File: config.mk
export PLATFORM = sky130hd
export DESIGN_NAME = hs_fifo_with_param
export DESIGN_NICKNAME = d
export VERILOG_FILES = /design/src/rtl/hs_fifo_with_param.sv
export SDC_FILE = /design/constraint.sdc
export NUM_CORES = 1
export LEC_CHECK = 0
export BUFFER_PORTS_ARGS = -buffer_cell sky130_fd_sc_hd__buf_4
export CORE_ASPECT_RATIO = 1.5
export CORE_MARGIN = 3
export CORE_UTILIZATION = 25
export DETAILED_ROUTE_END_ITERATION = 16
export PLACE_DENSITY = 0.39
export SLEW_MARGIN = 10
export SYNTH_ARGS = -nofsm -noshare
export SYNTH_HDL_FRONTEND = slang
export SYNTH_SLANG_ARGS = --single-unit
File: constraint.sdc
create_clock -name clk -period 5.2 [get_ports clk]
set_clock_uncertainty 0.15 [all_clocks]
set_input_delay 0.26 -clock clk [delete_from_list [all_inputs] [get_ports clk]]
set_output_delay 0.26 -clock clk [all_outputs]
set_load 0.02 [all_outputs]
File: src/rtl/hs_fifo_with_param.sv
// hs_fifo_with_param: valid/ready handshaked first-word-fall-through FIFO.
// Buffers a DATA_WIDTH-wide stream ahead of the multi-config passthrough
// wrapper. Occupancy is tracked in a registered count, so both handshake
// flags are pure functions of state. There is no combinational path from
// dataIn_vld to dataIn_rd, or from dataOut_rd to dataOut_vld.
module hs_fifo_with_param #(
   parameter int DATA_WIDTH = 2,
   parameter int DEPTH      = 4
) (
   input  logic                           clk,
   input  logic                           rst,
   input  logic [DATA_WIDTH-1:0]          dataIn_data,
   input  logic                           dataIn_vld,
   output logic                           dataIn_rd,
   output logic [DATA_WIDTH-1:0]          dataOut_data,
   output logic                           dataOut_vld,
   input  logic                           dataOut_rd,
   output logic [$clog2(DEPTH+1)-1:0]     size
);

   localparam int CNT_W = $clog2(DEPTH + 1);
   localparam int PTR_W = (DEPTH > 1) ? $clog2(DEPTH) : 1;

   localparam logic [CNT_W-1:0] FULL_CNT = CNT_W'(DEPTH);
   localparam logic [PTR_W-1:0] LAST_PTR = PTR_W'(DEPTH - 1);

   if (DEPTH < 2 || DEPTH > 256) begin : g_bad_depth
      $error("%m unsupported DEPTH");
   end

   logic [DATA_WIDTH-1:0] mem [DEPTH];
   logic [PTR_W-1:0]      wr_ptr;
   logic [PTR_W-1:0]      rd_ptr;
   logic [CNT_W-1:0]      count;
   logic                  push;
   logic                  pop;

   // Pointers wrap with an explicit compare, so non-power-of-two depths work.
   function automatic logic [PTR_W-1:0] next_ptr(input logic [PTR_W-1:0] p);
      return (p == LAST_PTR) ? '0 : p + 1'b1;
   endfunction

   // Handshake flags come from the registered count only. While reset is
   // held, intake is blocked, so nothing can be pushed during reset.
   always_comb begin
      dataIn_rd    = (count != FULL_CNT) & ~rst;
      dataOut_vld  = (count != '0);
      dataOut_data = mem[rd_ptr];
      size         = count;
      push         = dataIn_vld & dataIn_rd;
      pop          = dataOut_vld & dataOut_rd;
   end

   // Storage array: written at the tail on push, cleared by reset.
   always_ff @(posedge clk or posedge rst) begin
      if (rst) begin
         for (int i = 0; i < DEPTH; i++) begin
            mem[i] <= '0;
         end
      end else if (push) begin
         mem[wr_ptr] <= dataIn_data;
      end
   end

   // Pointer and occupancy bookkeeping. A push and a pop on the same edge
   // advance both pointers and leave the count unchanged.
   always_ff @(posedge clk or posedge rst) begin
      if (rst) begin
         wr_ptr <= '0;
         rd_ptr <= '0;
         count  <= '0;
      end else begin
         if (push) wr_ptr <= next_ptr(wr_ptr);
         if (pop)  rd_ptr <= next_ptr(rd_ptr);
         case ({push, pop})
            2'b10:   count <= count + 1'b1;
            2'b01:   count <= count - 1'b1;
            default: count <= count;
         endcase
      end
   end

endmodule

* Word level (Yosys, flattened, before mapping)
Cells that the tools add are included.
Storage, ports and cells: output and inout bits 7, flip-flop bits (word level) 15
Operators by class: add/subtract/negate cells 4, $lt $le $gt $ge 3, bitwise gates (word level) 6, multiplexer cells 9, reductions and logical operators 3, equal/unequal tests 5
Operators by type and width (number):
- $mux 2 | 5
- $bwmux 8 | 1
- $eq 2x2->1 const B | 3
- $ge 3x3->1 const B | 2
- $not 2->3 | 2
- $pmux 3 s2 | 1
- $add 2x1->2 const B | 2
- $bmux 2 s2 | 1
- $demux 2 s2 | 1
- $add 3x1->3 const B | 1
- $and 1x1->1 | 3
- $lt 3x1->1 const B | 1
- $ne 3x3->1 const B | 1
- $reduce_bool 3->1 | 1
- $sub 3x1->3 const B | 1
- $eq 2x1->1 const B | 1
- $reduce_bool 2->1 | 1
- $logic_and 1x1->1 | 1
- $not 1->1 | 1

* Depth between registers and ports, before layout
depth after elaboration 6, gate-level depth with buffers 9, gate-level depth less buffers 9

* Worst setup path before layout
Ideal clock, no wire load.
path kind register to register, start point reg count[1], in the netlist size[1], end point reg count[2], in the netlist size[2], stages on the path, launching flop included 10, path buffers 0, data arrival time 1927 ps, path slack 2991 ps, library setup time 132 ps, required time 4918 ps, clock period less this slack 2209 ps, cell sequence dfrtp_1 > or3_1 > nand2_1 > inv_1 > ha_1 > inv_1 > fa_1 > xor2_1 > nor2_1 > xor2_1
Between the ends: elaborated cells between the ends (all ways) 11, classes of those cells add/sub (2); eq/ne (3); mux (1); bitwise (3); reduce/logical (2)
RTL lines:
- start, declared | line 34 | logic [CNT_W-1:0] count;
- start signal, assigned | line 76 | 2'b10: count <= count + 1'b1;
- start signal, assigned | line 77 | 2'b01: count <= count - 1'b1;
- start signal, assigned | line 78 | default: count <= count;
- $reduce_bool 3->1 (*) | line 47 | dataOut_vld = (count != '0);
- via dataOut_vld | line 16 | output logic dataOut_vld,
- $and 1x1->1 (*) | line 51 | pop = dataOut_vld & dataOut_rd;
- via pop | line 36 | logic pop;
- $eq 2x1->1 / $eq 2x2->1 (equally long branches) | line 75 | case ({push, pop})
- $pmux 3 s2 / $reduce_bool 2->1 (equally long branches)
The timed path passes the listed nets; every way through them passes the cells marked *. A chain may end at the register's enable or synchronous reset.

* Final worst setup path
start point reg count[0], in the netlist size[0], end point reg count[2], in the netlist size[2]
Between the ends: word-level cells in the longest chain between the ends 5, elaborated cells between the ends (all ways) 11, classes of those cells add/sub (2); eq/ne (3); mux (1); bitwise (3); reduce/logical (2)
Ends and longest elaborated chain:
- $ne 3x3->1 | line 46 | dataIn_rd = (count != FULL_CNT) & ~rst;
- $and 1x1->1 | line 46
- $and 1x1->1 | line 50 | push = dataIn_vld & dataIn_rd;
- $eq 2x1->1 / $eq 2x2->1 (equally long branches) | line 75
- $pmux 3 s2 / $reduce_bool 2->1 (equally long branches)
Parallel ways exist; a longest one is shown, timed or not.

==> impl_metrics.yaml <==
outcome:
  outcome: "finished clean"
final_layout:
  final_cell_area_sq_um: 1003
  area_delta_synth_final_pct: 24.15
  fin_cells: 120
  n_fill_cell: 323
  diodes: 0
  drive_above_1_share: 0.3951
  finish.utilization: 0.3342
  final_nets: 95
pwr:
  leakage_nw: 0.4667
  power.density_nw_per_um2: 614.8
  vdd_drop_max_uv: 224.8
min_path:
  hold_path.class: "in2reg"
  min_from: "dataIn_data[0]"
  min_path_cells: 2
yosys:
  syn_inst: 64
  netlist_top_cells_count: "dfrtp_1 (15), mux2_2 (12), inv_1 (8), ha_1 (6), nand2_1 (5)"
  syn_nets: 77
  ys_ff_latch: 15
  syn-cell-area_sq_um: 808.3
  yosysTopAreaCell: "dfrtp_1"
  synthArstFlopShare: 1.000
  ys_seq_area_frac: 0.4644
  synth_edf_count: 0
  synth.area.top_cells: "dfrtp_1 (46%), mux2_2 (17%), ha_1 (9.3%), mux4_2 (5.6%), inv_1 (3.7%)"
  synth_cell_type_count: 15
  synth_area_per_cell_sq_um: 12.63
  post-synth-top-count-cell: "dfrtp_1"
  ys.flop_type: "dfrtp_1"
  synth_top_area_frac: 0.4644
  yosysWarnings: 0
floorplan:
  row_count: 24
  core_area_sq_um: 3003
  io_pins: 13
  dieArea_sq_um: 3965
  die_x_microns: 52.43
  initial_core_util: 0.2692
  die_height_microns: 75.64
clock_tree:
  cts-buffers-inserted: 3
  cts_resized: 0
  path_clk_slew_ps: 70
  root_buffer: "clkbuf_8"
  cts_max_path_buffers: 2
  cts_sinks: 15
  cts_tree: "done"
  clk_latency_ps: 250
  cts_setup_buffers: 0
  htreeDepth: 1
grt:
  grt_max_degree: 16
  grt_pass1_vias: 551
  grt_pass1_wl_microns: 2470
  antenna_found_initial: 0
  grt.total_usage: 0.08719
  grt-ovfl-total: 0
setup_path:
  r2r_start: "size[0]"
  crit_path_start_kind: "flop"
  path_cells: "nor3b_4 > nor3b_2 > inv_1 > ha_1 > inv_1 > fa_1 > xor2_1 > nor2_1 > xor2_1"
  slowest_delay_ps: 460
  arrival_ps: 2250
  crit_type: "reg2reg"
  r2r_setup_slack_ps: 2970
  end_kind: "flop"
  critPathLaunch: "size[0]"
  cp_max_fo: 6
  slowest_stage: "dfrtp_1"
  required_ps: 5220
  worstRegToRegCells: 9
sta:
  rsz0062_at_grt: "no"
  worstMarginPinSlew_ps: 578.8
  setup_tns_ps: 0
  fin_hold_ws_ps: 121.1
  max_slew_margin: 0.6137
  post-route-min-period_ps: 2225
  period_share: 0.4280
  max_freq_mhz: 449.4
  setup_viol: 0
  slew_violations: 0
  hold_viol_final: 0
route:
  wl_met1_microns: 669
  via_count: 497
  first_iter_violations: 12
  viasPerCell: 4.142
  drtPass1Iterations: 2
  route.met2.wl_microns: 672
  met3_length_microns: 68
  routed_wl_microns: 1433
  ant_nets: 0
  wl_per_cell_microns: 11.94
  routed.top_layer: "met4"
  drc: 0
place:
  hpwlAfterDp_microns: 1117
  place.gp.congestion: 0.6336
  dp.cells: 115
  placed_cell_area_sq_um: 947.2
  port_buffers: 12
flow_run:
  max-cap-violations: 0
-- layout by cell type (no fill, tap or decap) --
cell / instances
dfrtp_1: 15
mux2_2: 12
buf_4: 12
inv_1: 8
ha_1: 6
nand2_1: 5
nor3_1: 4
nor2_1: 4
clkbuf_8: 3
mux4_2: 2
xor2_1: 2
nor3b_4: 1
or3_1: 1
nor3b_2: 1
xnor2_1: 1
mux2i_1: 1
fa_1: 1
clkinv_2: 1
dlygate4sd3_1: 1
-- worst paths after layout --
path,end
max,size[2]
min,mem[2]
max reg2reg,size[2]
min reg2reg,mem[2]
max in group asynchronous,mem[1]
min in group asynchronous,mem[7]
-- flip-flops by register name (all words and copies together), names as in the netlist --
register and cells:
mem 8, rd_ptr 2, size 3, wr_ptr 2
-- power breakdown --
group          switching (W)  internal (W)
clock              0.0000402     0.0000529
sequential         0.0000557      0.000178
combinational       0.000131      0.000159
total               0.000227      0.000390
-- repair_timing --
| item | in CTS | in global routing |
|---|---|---|
| endpoints found under the hold margin | 15 | 0 |
| hold buffers | 1 | 0 |
| endpoints found under the setup margin | 0 | 0 |
-- critical path: cells and delay by family (launching register included) --
family | cells | cell delay [ps]
DFF | 1 | 460
adders and majority gates | 2 | 540
and+or+nand+nor | 3 | 560
buffers and inverters | 2 | 140
xor gates and xnor gates | 2 | 310
-- stage by stage --
stage	worst slack, ps	total power (W)
floorplan	2991	0.0004362
global placement	2983	0.0005269
detailed placement	2966	0.0005317
CTS	2947	0.0006296
global route	2803	0.0006723
finish	2975	0.0006170
-- cell families (layout without fill, tap and decap cells) --
kind of cell | Yosys count | after routing | synth area share
buf+inv | 8 | 25 | 0.03715
xor+xnor | 3 | 3 | 0.03251
mux | 15 | 15 | 0.2353
fa+ha+maj | 7 | 7 | 0.1176
flops | 15 | 15 | 0.4644
simple gates | 16 | 16 | 0.1130
-- routing by layer --
layer / global-route usage / up-vias
met5: 0 / -
met4: 0.05966 / 0
met3: 0.01761 / 2
met2: 0.1423 / 12
met1: 0.1016 / 229
li1: - / 254
-- cell type report --
type | count | area [sq um] | share of cell area
inverter | 8 | 30.03 | 0.02993
clock inverter | 1 | 5.005 | 0.004988
multi-input combinational | 41 | 402.9 | 0.4015
clock buffer | 3 | 41.29 | 0.04115
timing repair buffer | 13 | 100.1 | 0.09975
tap | 39 | 48.80 | 0.04863
sequential | 15 | 375.4 | 0.3741
Note: power is estimated with default switching activity, not from simulation.
